File: src/rtl/div_result_bcd_if.sv
// Result bus between divider_8bit and the BCD result stage.
// The divider side drives the result; the BCD stage drives the digits and status.
interface div_result_bcd_if #(
   parameter int WIDTH  = 8,
   parameter int DIGITS = 3
);
   logic                  idle;
   logic                  not_valid;
   logic [WIDTH-1:0]      quotient;
   logic [WIDTH-1:0]      remainder;
   logic [4*DIGITS-1:0]   bcd_quot;
   logic [4*DIGITS-1:0]   bcd_rem;
   logic                  err;
   logic                  busy;
   logic                  done;

   modport master (
      output idle, not_valid, quotient, remainder,
      input  bcd_quot, bcd_rem, err, busy, done
   );

   modport slave (
      input  idle, not_valid, quotient, remainder,
      output bcd_quot, bcd_rem, err, busy, done
   );
endinterface

File: src/rtl/div_result_bcd.sv
// Captures a divider result on the rising edge of idle and converts quotient and
// remainder to packed BCD with a sequential double dabble; digits held until next result.
module div_result_bcd #(
   parameter int WIDTH  = 8,
   parameter int DIGITS = 3
) (
   input  logic                  clk,
   input  logic                  rst,
   div_result_bcd_if.slave       bus
);
   localparam int BW = 4 * DIGITS;
   localparam int CW = (WIDTH > 1) ? $clog2(WIDTH) : 1;

   typedef enum logic [1:0] {
      S_IDLE = 2'd0,
      S_CONV = 2'd1,
      S_DONE = 2'd2
   } state_t;

   state_t           state_q,     state_d;
   logic             idle_dly_q;
   logic [CW-1:0]    cnt_q,       cnt_d;
   logic [WIDTH-1:0] qbin_q,      qbin_d;
   logic [WIDTH-1:0] rbin_q,      rbin_d;
   logic [BW-1:0]    qacc_q,      qacc_d;
   logic [BW-1:0]    racc_q,      racc_d;
   logic             inv_q,       inv_d;
   logic [BW-1:0]    bcd_quot_q,  bcd_quot_d;
   logic [BW-1:0]    bcd_rem_q,   bcd_rem_d;
   logic             err_q,       err_d;
   logic             busy_q,      busy_d;
   logic             done_q,      done_d;
   logic             trigger_s;

   // Double dabble correction: every digit of 5 or more gets +3 before the shift.
   function automatic logic [BW-1:0] add3(input logic [BW-1:0] acc);
      logic [BW-1:0] res;
      res = acc;
      for (int i = 0; i < DIGITS; i++) begin
         if (acc[4*i +: 4] >= 4'd5) begin
            res[4*i +: 4] = acc[4*i +: 4] + 4'd3;
         end else begin
            res[4*i +: 4] = acc[4*i +: 4];
         end
      end
      return res;
   endfunction

   assign trigger_s = bus.idle & ~idle_dly_q;

   // Next-state, datapath and registered-output computation.
   always_comb begin
      state_d    = state_q;
      cnt_d      = cnt_q;
      qbin_d     = qbin_q;
      rbin_d     = rbin_q;
      qacc_d     = qacc_q;
      racc_d     = racc_q;
      inv_d      = inv_q;
      bcd_quot_d = bcd_quot_q;
      bcd_rem_d  = bcd_rem_q;
      err_d      = err_q;
      case (state_q)
         S_IDLE: begin
            if (trigger_s) begin
               qbin_d  = bus.quotient;
               rbin_d  = bus.remainder;
               inv_d   = bus.not_valid;
               qacc_d  = {BW{1'b0}};
               racc_d  = {BW{1'b0}};
               cnt_d   = {CW{1'b0}};
               state_d = S_CONV;
            end else begin
               state_d = S_IDLE;
            end
         end
         S_CONV: begin
            // An invalid result spends one cycle here so done follows two edges after the trigger.
            if (inv_q) begin
               bcd_quot_d = {BW{1'b1}};
               bcd_rem_d  = {BW{1'b1}};
               err_d      = 1'b1;
               state_d    = S_DONE;
            end else begin
               qacc_d = (add3(qacc_q) << 1) | {{(BW-1){1'b0}}, qbin_q[WIDTH-1]};
               racc_d = (add3(racc_q) << 1) | {{(BW-1){1'b0}}, rbin_q[WIDTH-1]};
               qbin_d = qbin_q << 1;
               rbin_d = rbin_q << 1;
               cnt_d  = cnt_q + {{(CW-1){1'b0}}, 1'b1};
               if (cnt_q == CW'(WIDTH - 1)) begin
                  bcd_quot_d = qacc_d;
                  bcd_rem_d  = racc_d;
                  err_d      = 1'b0;
                  state_d    = S_DONE;
               end else begin
                  state_d = S_CONV;
               end
            end
         end
         S_DONE: begin
            state_d = S_IDLE;
         end
         default: begin
            state_d = S_IDLE;
         end
      endcase
      busy_d = (state_d != S_IDLE);
      done_d = (state_d == S_DONE);
   end

   // State and output registers; idle_dly resets high so a held idle never triggers.
   always_ff @(posedge clk or posedge rst) begin
      if (rst) begin
         state_q    <= S_IDLE;
         idle_dly_q <= 1'b1;
         cnt_q      <= {CW{1'b0}};
         qbin_q     <= {WIDTH{1'b0}};
         rbin_q     <= {WIDTH{1'b0}};
         qacc_q     <= {BW{1'b0}};
         racc_q     <= {BW{1'b0}};
         inv_q      <= 1'b0;
         bcd_quot_q <= {BW{1'b0}};
         bcd_rem_q  <= {BW{1'b0}};
         err_q      <= 1'b0;
         busy_q     <= 1'b0;
         done_q     <= 1'b0;
      end else begin
         state_q    <= state_d;
         idle_dly_q <= bus.idle;
         cnt_q      <= cnt_d;
         qbin_q     <= qbin_d;
         rbin_q     <= rbin_d;
         qacc_q     <= qacc_d;
         racc_q     <= racc_d;
         inv_q      <= inv_d;
         bcd_quot_q <= bcd_quot_d;
         bcd_rem_q  <= bcd_rem_d;
         err_q      <= err_d;
         busy_q     <= busy_d;
         done_q     <= done_d;
      end
   end

   assign bus.bcd_quot = bcd_quot_q;
   assign bus.bcd_rem  = bcd_rem_q;
   assign bus.err      = err_q;
   assign bus.busy     = busy_q;
   assign bus.done     = done_q;
endmodule

File: src/flat_wrapper.sv
// flat-port wrapper written by rule: the top's interface ports become plain ports
module div_result_bcd_flat 
#(
   parameter int WIDTH  = 8,
   parameter int DIGITS = 3
)
  (clk, rst, bus_idle, bus_not_valid, bus_quotient, bus_remainder, bus_bcd_quot, bus_bcd_rem, bus_err, bus_busy, bus_done);
  div_result_bcd_if #(.WIDTH(WIDTH), .DIGITS(DIGITS)) bus_i ();
  input  logic clk;
  input  logic rst;
  input wire logic [$bits(bus_i.idle)-1:0] bus_idle;
  input wire logic [$bits(bus_i.not_valid)-1:0] bus_not_valid;
  input wire logic [$bits(bus_i.quotient)-1:0] bus_quotient;
  input wire logic [$bits(bus_i.remainder)-1:0] bus_remainder;
  output wire logic [$bits(bus_i.bcd_quot)-1:0] bus_bcd_quot;
  output wire logic [$bits(bus_i.bcd_rem)-1:0] bus_bcd_rem;
  output wire logic [$bits(bus_i.err)-1:0] bus_err;
  output wire logic [$bits(bus_i.busy)-1:0] bus_busy;
  output wire logic [$bits(bus_i.done)-1:0] bus_done;
  assign bus_i.idle = bus_idle;
  assign bus_i.not_valid = bus_not_valid;
  assign bus_i.quotient = bus_quotient;
  assign bus_i.remainder = bus_remainder;
  assign bus_bcd_quot = bus_i.bcd_quot;
  assign bus_bcd_rem = bus_i.bcd_rem;
  assign bus_err = bus_i.err;
  assign bus_busy = bus_i.busy;
  assign bus_done = bus_i.done;
  div_result_bcd #(.WIDTH(WIDTH), .DIGITS(DIGITS)) u_core (.clk(clk), .rst(rst), .bus(bus_i));
endmodule
File: config.mk
export PLATFORM = sky130hd
export DESIGN_NAME = div_result_bcd_flat
export DESIGN_NICKNAME = d
export VERILOG_FILES = /design/src/rtl/div_result_bcd_if.sv /design/src/rtl/div_result_bcd.sv /design/src/flat_wrapper.sv
export SDC_FILE = /design/constraint.sdc
export NUM_CORES = 1
export LEC_CHECK = 0
export BUFFER_PORTS_ARGS = -buffer_cell sky130_fd_sc_hd__buf_2
export CORE_ASPECT_RATIO = 0.9
export CORE_MARGIN = 8
export CORE_UTILIZATION = 57
export CTS_BUF_LIST = sky130_fd_sc_hd__clkbuf_4 sky130_fd_sc_hd__clkbuf_8 sky130_fd_sc_hd__clkbuf_16
export DETAILED_ROUTE_END_ITERATION = 10
export GPL_TIMING_DRIVEN = 0
export PLACE_DENSITY = 0.88
export SYNTH_ARGS = -nofsm -noshare
export SYNTH_HDL_FRONTEND = slang
export SYNTH_SLANG_ARGS = --single-unit
File: constraint.sdc
create_clock -name clk -period 3.01 [get_ports clk]
set_clock_uncertainty 0.15 [all_clocks]
set_input_delay 0.301 -clock clk [delete_from_list [all_inputs] [get_ports clk]]
set_output_delay 0.301 -clock clk [all_outputs]
set_load 0.05 [all_outputs]
# ---- After elaboration in Yosys (flattened, before gate mapping)
# Index checks and enable logic that the tools add are counted.
dict set report totals {
  romBits 0
  latchBits 0
  wordCells 84
  ram_bits 0
  input_bits 20
  n_memories 0
  regBits 74
}
dict set report op_classes {
  n_reduce_logical 7
  n_shift 0
  bitwise 4
  addsub 7
  n_eq_ne 5
  muxes 42
  mul 0
  magnitude_cmp 6
  div_mod_pow 0
}
# operator n
set op_table {}
lappend op_table {{$mux W12} 7}
lappend op_table {{$mux W4} 12}
lappend op_table {{$pmux W12 S2} 2}
lappend op_table {{$mux W8} 4}
lappend op_table {{$pmux W8 S2} 2}
lappend op_table {{$ge A4 B3 Y1 const B} 6}
lappend op_table {{$mux W3} 8}
lappend op_table {{$or A12 B1 Y12} 2}
lappend op_table {{$add A4 B2 Y4 const B} 4}
lappend op_table {{$add A3 B2 Y3 const B} 2}
lappend op_table {{$pmux W3 S2} 1}
lappend op_table {{$reduce_bool A2 Y1} 3}
lappend op_table {{$mux W2} 2}
lappend op_table {{$pmux W2 S2} 1}
lappend op_table {{$reduce_and A2 Y1} 2}
lappend op_table {{$add A3 B1 Y3 const B} 1}
lappend op_table {{$eq A3 B3 Y1 const B} 1}
lappend op_table {{$mux W1} 3}
lappend op_table {{$reduce_and A3 Y1} 1}
lappend op_table {{$eq A2 B1 Y1 const B} 1}
lappend op_table {{$eq A2 B2 Y1 const B} 1}
lappend op_table {{$logic_not A2 Y1} 1}
lappend op_table {{$ne A2 B1 Y1 const B} 1}
lappend op_table {{$ne A2 B2 Y1 const B} 1}
lappend op_table {{other kinds (2)} 2}

# ---- Longest topological paths before layout
# Gate-level depths: netlist of run 1.
dict set report depth {
  depth_word 7
  mapped_depth 7
  mapped_depth_nobuf 6
}

# ---- Worst setup path after synthesis of run 1
# No wires, ideal clock.
dict set report synth_timing {
  path_type {reg2reg}
  startpoint {register u_core.cnt_q[0]}
  endpoint {register u_core.bcd_rem_q[1] (netlist: u_core.bus.bcd_rem[1])}
  required_ps 2739
  setup_slack_ps 1282
  setup_ps 121
  arrival_time_ps 1457
  stages_incl_launch_ff 7
  path_cell_list {dfrtp_1 -> ha_1 -> ha_1 -> nor2_1 -> nor2_2 -> buf_2 -> o22a_1}
}
dict set report synth_between {
  elab_chain_cells 3
}
# item line_no
set synth_lines {}
lappend synth_lines {{start: declaration} div_result_bcd.sv:22} ;# logic [CW-1:0] cnt_q, cnt_d;
lappend synth_lines {{start signal: assignment} div_result_bcd.sv:116} ;# cnt_q <= {CW{1'b0}};
lappend synth_lines {{start signal: assignment} div_result_bcd.sv:130} ;# cnt_q <= cnt_d;
lappend synth_lines {{$eq A3 B3 Y1} div_result_bcd.sv:90} ;# if (cnt_q == CW'(WIDTH - 1)) begin
lappend synth_lines {{$reduce_bool A2 Y1 (no source line)} -}
lappend synth_lines {{$reduce_and A2 Y1 (no source line)} -}
lappend synth_lines {{end signal: assignment} div_result_bcd.sv:123} ;# bcd_rem_q <= {BW{1'b0}};
lappend synth_lines {{end signal: assignment} div_result_bcd.sv:137} ;# bcd_rem_q <= bcd_rem_d;
lappend synth_lines {{end: declaration} div_result_bcd.sv:29} ;# logic [BW-1:0] bcd_rem_q, bcd_rem_d;
# Every way passes these cells.
# A chain may end at the register's enable or synchronous reset.

# ---- Worst setup path in the final report of run 1
dict set report layout_timing {
  startpoint {register u_core.cnt_q[0]}
  endpoint {register u_core.bcd_quot_q[9] (netlist: u_core.bus.bcd_quot[9])}
}
dict set report layout_between {
  elab_chain_cells 3
}
# item line_no
set layout_lines {}
lappend layout_lines {{$eq A3 B3 Y1} div_result_bcd.sv:90}
lappend layout_lines {{$reduce_bool A2 Y1 (no source line)} -}
lappend layout_lines {{$reduce_and A2 Y1 (no source line)} -}
lappend layout_lines {{end signal: assignment} div_result_bcd.sv:122} ;# bcd_quot_q <= {BW{1'b0}};
lappend layout_lines {{end signal: assignment} div_result_bcd.sv:136} ;# bcd_quot_q <= bcd_quot_d;
lappend layout_lines {{end: declaration} div_result_bcd.sv:28} ;# logic [BW-1:0] bcd_quot_q, bcd_quot_d;
# Every way passes these cells.

==> results of run 1 <==
-- where the power goes --
part / total (W) / internal, W / leakage, nW / switching [W]
Clock: 0.000727 / 0.000379 / 0.0952 / 0.000349
Combinational: 0.00247 / 0.000786 / 0.775 / 0.00168
Sequential: 0.00171 / 0.00141 / 0.895 / 0.000296
Total: 0.00491 / 0.00258 / 1.77 / 0.00233
-- metrics by stage --
step	std cells	instance area, sq um	setup slack [ns]	utilization [%]	TNS (ns)
finish	460	3908	0.8927	68.25	0
global route	460	3908	0.7588	68.25	0
CTS	460	3908	0.9144	68.25	0
detailed placement	445	3721	0.9406	64.99	0
global placement	445	3719	-0.1454	64.95	-10.32
floorplan	329	3401	0.6790	-	0
-- sequential cells by signal (all words and copies together), names as in the netlist --
signal               cells
u_core.bus.err           1
u_core.bus.done          1
u_core.racc_q           12
u_core.idle_dly_q        1
u_core.cnt_q             3
u_core.bus.busy          1
u_core.state_q           2
u_core.bus.bcd_rem      12
u_core.rbin_q            8
u_core.qacc_q           12
u_core.bus.bcd_quot     12
u_core.inv_q             1
u_core.qbin_q            8
-- final cells by class --
class / instances / area, sq um / share of cell area (%)
buffer: 15 / 83.83 / 2.145
inverter: 14 / 55.05 / 1.409
tap: 70 / 87.58 / 2.241
timing repair buffer: 47 / 240.2 / 6.148
multi-input combinational: 226 / 1411 / 36.12
clock buffer: 10 / 131.4 / 3.362
sequential: 74 / 1853 / 47.42
clock inverter: 4 / 45.04 / 1.153
-- cell usage after synthesis (all sizes together) (2+ instances only) --
cell type | number | area [sq um]
dfrtp | 73 | 1827
nand2 | 43 | 168.9
nor2 | 40 | 152.6
a21oi | 26 | 130.1
a31oi | 22 | 137.6
ha | 14 | 175.2
o21ai | 14 | 70.07
inv | 13 | 48.80
buf | 11 | 68.81
a22o | 10 | 87.58
nor3b | 9 | 78.83
nand2b | 7 | 43.79
a32o | 6 | 60.06
o22a | 6 | 52.55
o22ai | 6 | 37.54
xnor2 | 6 | 52.55
clkbuf | 4 | 15.01
mux2 | 4 | 45.04
o31ai | 4 | 30.03
a21o | 2 | 15.01
mux2i | 2 | 20.02
-- cell families (layout without fill, tap and decap cells) --
group | count (synthesis) | count (layout) | share of synthesized area, %
fa+ha+maj | 14 | 14 | 5.151
buf+inv | 29 | 90 | 4.010
flops | 74 | 74 | 54.49
mux | 6 | 6 | 1.913
compound gates | 96 | 96 | 18.25
xor+xnor | 6 | 6 | 1.545
simple gates | 104 | 104 | 14.64
-- metal layers --
layer	vias up	share of wire (%)	global-route usage (%)	routed length [um]
met2	81	48	32.15	3940
met3	17	5.8	3.632	473
met4	0	2.6	11.68	212
met5	-	0	0	0
li1	1277	-	-	-
met1	1331	44	23.48	3584
-- worst min-delay path by stage --
stage / start / to / slack (ns) / depth (start not counted)
3_5_place_dp: bus_idle / u_core.idle_dly_q / 0.28 / 1
5_1_grt: bus_not_valid / u_core.inv_q / 0.05 / 3
2_1_floorplan: bus_idle / u_core.idle_dly_q / 0.16 / 0
6_report: rst / u_core.qbin_q[4] / -0.02 / 2
3_3_place_gp: bus_idle / u_core.idle_dly_q / 0.28 / 1
4_1_cts: bus_not_valid / u_core.inv_q / 0.009 / 3
-- worst reg2reg max path, stage by stage (launching register included) --
cell	delay [ns]
dfrtp_1	0.41
ha_1	0.22
ha_1	0.18
nor2_1	0.33
nor2_2	0.18
clkbuf_1	0.31
a31oi_1	0.25
-- what timing repair did --
action,4_1_cts,5_1_grt
buffers inserted,0,0
hold buffers,1,0
hold endpoints to repair,1,0
==> flow_metrics.env, run 1 <==
export IMPL_maxCapViolCount=0
export IMPL_routed_wl_mm=8.210
export IMPL_htree_num_levels=3
export IMPL_period_share_pct=70.34
export IMPL_cts_root_buffer="clkbuf_8"
export IMPL_ys_warn_count=0
export IMPL_nets=421
export IMPL_grt_max_degree=75
export IMPL_final_common_cell="dfrtp_1"
export IMPL_fp_dieW_um=97.42
export IMPL_crit_path_start_kind="flip-flop"
export IMPL_n_antenna_cell=0
export IMPL_cp_arrival_ns=2.23
export IMPL_drv_slew=0
export IMPL_slew_headroom_pct=40.38
export IMPL_status="finished, violations left"
export IMPL_max_clock_freq_ghz=0.4723
export IMPL_cts_sinks=74
export IMPL_crit_top_cell="ha_1"
export IMPL_total_power_w=0.004907
export IMPL_ir_worst_vdd_mv=0.7693
export IMPL_r2r_slack_ns=0.89
export IMPL_setup_viol=0
export IMPL_ys_seq_elements=74
export IMPL_cts_tree="yes"
export IMPL_synth_flop_cell="dfrtp_1"
export IMPL_worstPathRequired_ns=3.13
export IMPL_synth_fp_nets=363
export IMPL_rr_worst_depth=6
export IMPL_num_vias=2706
export IMPL_numCtsBuffers=9
export IMPL_synth_area_sq_um=3401
export IMPL_worstPathCellList="ha_1 -> ha_1 -> nor2_1 -> nor2_2 -> clkbuf_1 -> a31oi_1"
export IMPL_crit_type="flip-flop to flip-flop"
export IMPL_cp_end_kind="flip-flop"
export IMPL_clkTransAtPathRegs_ns=0.08
export IMPL_cp_top_family="simple AND/OR/NAND/NOR gates"
export IMPL_hold_slack_ns=-0.02263
export IMPL_firstDrtPassIters=6
export IMPL_detail_route_antenna_nets=0
export IMPL_start_util_pct=59.40
export IMPL_cp_depth=6
export IMPL_drt_iter0_drc=189
export IMPL_dieArea_sq_um=8697
export IMPL_drc_errors=0
export IMPL_hold_viol=15
export IMPL_r2r_start="u_core.cnt_q[0]"
export IMPL_place_gp_congestion=0.8180
export IMPL_cp_max_fo=10
export IMPL_ys_seq_area_share_pct=54.49
export IMPL_power_per_cell_area_nw_per_um2=1256
export IMPL_grt_first_pass_wirelength_mm=13.31
export IMPL_syn2layout_area_growth_pct=14.90
export IMPL_grt_pass1_vias=2746
export IMPL_syn_instance_count=329
export IMPL_detail_route_vias_per_cell=5.883
export IMPL_violations="negative hold slack"
export IMPL_rows=26
export IMPL_dp_hpwl_mm=5.529
export IMPL_grtUsageTotal_pct=19.41
export IMPL_crit_end="u_core.bus.bcd_quot[9]"
export IMPL_power_leakage_nw=1.766
export IMPL_grt_overflow=0
export IMPL_max_slew_worst_pin_slew_ns=0.8944
export IMPL_crit_buf_inv=1
export IMPL_min_period_ns=2.117
export IMPL_numPortBuffers=46
export IMPL_dieHeight_um=89.28
export IMPL_rsz0062_at_grt="no"
export IMPL_synth_edf_count=0
export IMPL_async_flop_share_pct=100.0
export IMPL_clk_insertion_delay_late_ns=0.35
export IMPL_synth_cell_type_count=34
export IMPL_startpoint="u_core.cnt_q[0]"
export IMPL_filler_cell_count=423
export IMPL_hold_class="input pin to asynchronous set/reset pin"
export IMPL_core_area_sq_um=5725
export IMPL_cts_resized=0
export IMPL_antenna_found_initial=0
export IMPL_wl_per_cell_um=17.85
export IMPL_ios=47
export IMPL_mostFrequentLayoutCells="dfrtp_1, buf_2, nand2_1"
export IMPL_syn_area_per_cell_sq_um=10.34
export IMPL_max_clock_path_buffers=2
export IMPL_drive_gt1_share_pct=21.03
export IMPL_crit_path_top_delay_cell="dfrtp_1"
export IMPL_r2r_end="u_core.bus.bcd_quot[9]"
export IMPL_slowest_delay_ns=0.41
Power figures use the tool's default switching activity.
==> inputs of run 2 (changes only) <==
clock period = 2.1 ns   (was 3.01 ns; I/O delays follow)
==> flow_metrics.env, run 2 (synthesis results as in run 1) <==
export IMPL_dieArea_sq_um=8697
export IMPL_max_clock_path_buffers=2
export IMPL_grtUsageTotal_pct=20.33
export IMPL_rows=26
export IMPL_numPortBuffers=46
export IMPL_syn2layout_area_growth_pct=21.34
export IMPL_cp_max_fo=10
export IMPL_r2r_start="u_core.inv_q"
export IMPL_core_area_sq_um=5725
export IMPL_cp_end_kind="flip-flop"
export IMPL_nets=440
export IMPL_place_gp_congestion=0.8467
export IMPL_drc_errors=0
export IMPL_cts_tree="yes"
export IMPL_period_share_pct=95.70
export IMPL_setup_viol=0
export IMPL_final_common_cell="dfrtp_1"
export IMPL_r2r_slack_ns=0.09
export IMPL_ios=47
export IMPL_ir_worst_vdd_mv=1.157
export IMPL_final_area_sq_um=4126
export IMPL_crit_end="u_core.rbin_q[0]"
export IMPL_num_vias=2862
export IMPL_hold_class="flip-flop to flip-flop"
export IMPL_grt_pass1_vias=2947
export IMPL_wl_met2_mm=4.121
export IMPL_detail_route_antenna_nets=0
export IMPL_power_per_cell_area_nw_per_um2=1713
export IMPL_drt_iter0_drc=199
export IMPL_status="completed"
export IMPL_grt_overflow=0
export IMPL_drive_gt1_share_pct=21.17
export IMPL_place_area_sq_um=3742
export IMPL_n_antenna_cell=0
export IMPL_fp_dieW_um=97.42
export IMPL_wirelength_met1_mm=3.523
export IMPL_cp_arrival_ns=2.09
export IMPL_dp_hpwl_mm=5.652
export IMPL_start_util_pct=59.40
export IMPL_grt_max_degree=44
export IMPL_mostFrequentLayoutCells="dfrtp_1, buf_2, nand2_1"
export IMPL_filler_cell_count=388
export IMPL_dieHeight_um=89.28
export IMPL_setup_ws_ns=0.09022
export IMPL_pre_cts_slack_ns=0.08428
export IMPL_cts_root_buffer="clkbuf_8"
export IMPL_firstDrtPassIters=4
export IMPL_clk_insertion_delay_late_ns=0.35
export IMPL_max_clock_freq_ghz=0.4976
export IMPL_crit_type="flip-flop to flip-flop"
export IMPL_hold_depth=1
export IMPL_maxCapViolCount=0
export IMPL_antenna_found_initial=0
export IMPL_worstPathRequired_ns=2.18
export IMPL_post_cts_buffers=0
export IMPL_grt_first_pass_wirelength_mm=14.23
export IMPL_drv_slew=0
export IMPL_htree_num_levels=3
export IMPL_routed_wl_mm=8.526
export IMPL_numCtsBuffers=9
export IMPL_crit_path_start_kind="flip-flop"
export IMPL_hold_viol=0
export IMPL_clkTransAtPathRegs_ns=0.07
export IMPL_setup_tns_ns=0
export IMPL_rr_worst_depth=5
export IMPL_startpoint="u_core.inv_q"
export IMPL_max_slew_worst_pin_slew_ns=0.7217
export IMPL_route_met3_wl_um=671
export IMPL_cts_sinks=74
export IMPL_min_period_ns=2.010
export IMPL_r2r_end="u_core.rbin_q[0]"
export IMPL_slew_headroom_pct=51.63
export IMPL_wl_per_cell_um=17.73
export IMPL_power_leakage_nw=1.859
export IMPL_detail_route_vias_per_cell=5.950
export IMPL_highest_layer="met4"
[run 2: worst min-delay path by stage]
stage	from	to	slack [ns]
global placement	bus_idle	u_core.idle_dly_q	0.19
floorplan	bus_idle	u_core.idle_dly_q	0.06
CTS	u_core.bus.bcd_rem[5]	u_core.bus.bcd_rem[5]	0.36
detailed placement	bus_idle	u_core.idle_dly_q	0.19
global route	u_core.bus.bcd_quot[5]	u_core.bus.bcd_quot[5]	0.36
finish	u_core.bus.bcd_rem[5]	u_core.bus.bcd_rem[5]	0.35
[run 2: repair_timing]
| action | CTS | global route |
|---|---|---|
| hold buffers | 19 | 0 |
| gates resized for setup | 0 | 4 |
| setup endpoints to repair | 0 | 29 |
| hold endpoints to repair | 49 | 0 |
[run 2: area by class of cell]
class                   instances  area (sq um)  area share, %
clock inverters                 3         15.01         0.3639
well taps                      70         87.58          2.122
plain buffers                  15         85.08          2.062
flip-flops and latches         74          1853          44.91
inverters                      14         56.30          1.364
multi-input cells             226          1423          34.48
clock buffers                  13         166.4          4.033
repair buffers                 66         440.4          10.67
[run 2: power by group]
| group | total (W) | switching (W) | internal, W |
|---|---|---|---|
| Sequential | 0.00246 | 0.000434 | 0.00203 |
| Clock | 0.00102 | 0.000507 | 0.000515 |
| Combinational | 0.00358 | 0.00242 | 0.00116 |
[run 2: metal layers]
layer | GRT usage, % | vias up
met2 | 33.50 | 117
met3 | 3.864 | 20
met4 | 10.85 | 0
li1 | - | 1322
met1 | 25.17 | 1403
met5 | 0 | -
[run 2: worst max-delay path, stage by stage, from the launching register on]
cell	delay [ns]
dfrtp_1	0.38
buf_6	0.15
nor3b_4	0.46
nor2_1	0.28
buf_2	0.27
a22o_1	0.20
[run 2: metrics by stage]
step                utilization [%]  hold WS [ns]  std cells  total power (W)
floorplan                         -       0.06448        329         0.005068
global placement              65.01        0.1897        445         0.005810
detailed placement            65.36        0.1889        446         0.005967
CTS                           71.85        0.3581        481         0.007027
global route                  72.07        0.3634        481         0.007514
finish                        72.07        0.3530        481         0.007067
==> inputs of run 3 (changes only) <==
PLACE_DENSITY = 0.8   (was 0.88)
==> flow_metrics.env, run 3 (synthesis results as in run 1) <==
export IMPL_status="completed"
export IMPL_max_clock_path_buffers=2
export IMPL_setup_viol=0
export IMPL_detail_route_vias_per_cell=5.878
export IMPL_start_util_pct=59.40
export IMPL_r2r_end="u_core.qacc_q[10]"
export IMPL_drive_gt1_share_pct=21.60
export IMPL_crit_end="u_core.qacc_q[10]"
export IMPL_power_leakage_nw=1.882
export IMPL_numPortBuffers=46
export IMPL_core_area_sq_um=5725
export IMPL_setup_tns_ns=0
export IMPL_max_slew_worst_pin_slew_ns=0.7687
export IMPL_wl_met2_mm=4.367
export IMPL_ir_worst_vdd_mv=1.197
export IMPL_grt_max_degree=27
export IMPL_drc_errors=0
export IMPL_num_vias=2833
export IMPL_power_per_cell_area_nw_per_um2=1745
export IMPL_final_common_cell="dfrtp_1"
export IMPL_nets=441
export IMPL_drv_slew=0
export IMPL_htree_num_levels=3
export IMPL_hold_class="input pin to asynchronous set/reset pin"
export IMPL_setup_ws_ns=0.05471
export IMPL_min_period_ns=2.045
export IMPL_r2r_slack_ns=0.05
export IMPL_syn2layout_area_growth_pct=23.22
export IMPL_rsz0062_at_grt="yes"
export IMPL_fp_dieW_um=97.42
export IMPL_antenna_found_initial=0
export IMPL_clk_insertion_delay_late_ns=0.34
export IMPL_wl_per_cell_um=17.95
export IMPL_grt_first_pass_wirelength_mm=14.39
export IMPL_route_met3_wl_um=538
export IMPL_routed_wl_mm=8.653
export IMPL_clkTransAtPathRegs_ns=0.07
export IMPL_crit_type="flip-flop to flip-flop"
export IMPL_highest_layer="met4"
export IMPL_r2r_start="u_core.state_q[1]"
export IMPL_hold_slack_ns=0.3085
export IMPL_cts_tree="yes"
export IMPL_cp_arrival_ns=2.08
export IMPL_dp_hpwl_mm=5.726
export IMPL_fin_util_pct=73.19
export IMPL_rows=26
export IMPL_dieArea_sq_um=8697
export IMPL_firstDrtPassIters=5
export IMPL_grt_overflow=0
export IMPL_ios=47
export IMPL_place_gp_congestion=0.8330
export IMPL_detail_route_antenna_nets=0
export IMPL_grt_pass1_vias=2939
export IMPL_max_clock_freq_ghz=0.4889
export IMPL_wirelength_met1_mm=3.592
export IMPL_grtUsageTotal_pct=20.69
export IMPL_dieHeight_um=89.28
export IMPL_filler_cell_count=403
export IMPL_rr_worst_depth=5
export IMPL_slew_headroom_pct=48.47
export IMPL_maxCapViolCount=0
export IMPL_worstPathRequired_ns=2.13
export IMPL_numCtsBuffers=9
export IMPL_startpoint="u_core.state_q[1]"
export IMPL_n_antenna_cell=0
export IMPL_cp_max_fo=10
export IMPL_cts_root_buffer="clkbuf_8"
export IMPL_period_share_pct=97.39
export IMPL_pre_cts_slack_ns=-0.03890
export IMPL_cts_sinks=74
export IMPL_crit_path_start_kind="flip-flop"
export IMPL_mostFrequentLayoutCells="dfrtp_1, buf_2, nand2_1"
export IMPL_cp_end_kind="flip-flop"
export IMPL_drt_iter0_drc=159
export IMPL_hold_viol=0
[run 3: stage by stage]
stage               instance area [sq um]  cells  power, W
detailed placement                   3762    447  0.005986
CTS                                  4184    482  0.007260
global placement                     3722    445  0.005835
floorplan                            3405    329  0.005068
global route                         4190    482  0.007751
finish                               4190    482  0.007312
[run 3: how the worst min path moves through the flow]
stage,endpoint,slack [ns],startpoint,depth (start not counted)
6_report,u_core.racc_q[2],0.31,rst,3
5_1_grt,u_core.racc_q[2],0.35,rst,3
4_1_cts,u_core.racc_q[2],0.32,rst,3
3_5_place_dp,u_core.bus.bcd_rem[6],0.13,rst,2
3_3_place_gp,u_core.idle_dly_q,0.19,bus_idle,1
2_1_floorplan,u_core.idle_dly_q,0.06,bus_idle,0
[run 3: timing repair]
item,in CTS,in global routing
hold buffers,19,0
gates resized for setup,1,4
pin swaps,0,1
endpoints found under the hold margin,41,0
setup endpoints to repair,10,26
buffers inserted,0,0
[run 3: per-layer routing]
layer	global-route usage [%]	vias to the layer above
met5	0	-
met2	36.00	93
met3	5.641	21
met4	8.379	0
li1	-	1315
met1	24.00	1404
[run 3: area by class of cell]
type | count | area, sq um | area share (%)
clock inverters | 5 | 77.57 | 1.851
clock buffers | 11 | 145.1 | 3.464
flip-flops and latches | 74 | 1853 | 44.22
well taps | 70 | 87.58 | 2.090
inverters | 14 | 56.30 | 1.344
repair buffers | 67 | 460.4 | 10.99
multi-input cells | 226 | 1425 | 34.01
plain buffers | 15 | 85.08 | 2.030
[run 3: critical path, cell delays in order (launching register included)]
cell	delay, ns
dfrtp_1	0.48
nor3b_4	0.55
nor2_2	0.23
buf_2	0.27
nand2_1	0.09
o21ai_0	0.11
[run 3: power by group]
part / total (W) / switching [W] / internal (W) / leakage, nW
Combinational: 0.00363 / 0.00246 / 0.00116 / 0.874
Clock: 0.00122 / 0.000507 / 0.000711 / 0.113
Sequential: 0.00247 / 0.000441 / 0.00203 / 0.895
Total: 0.00731 / 0.00341 / 0.00390 / 1.88
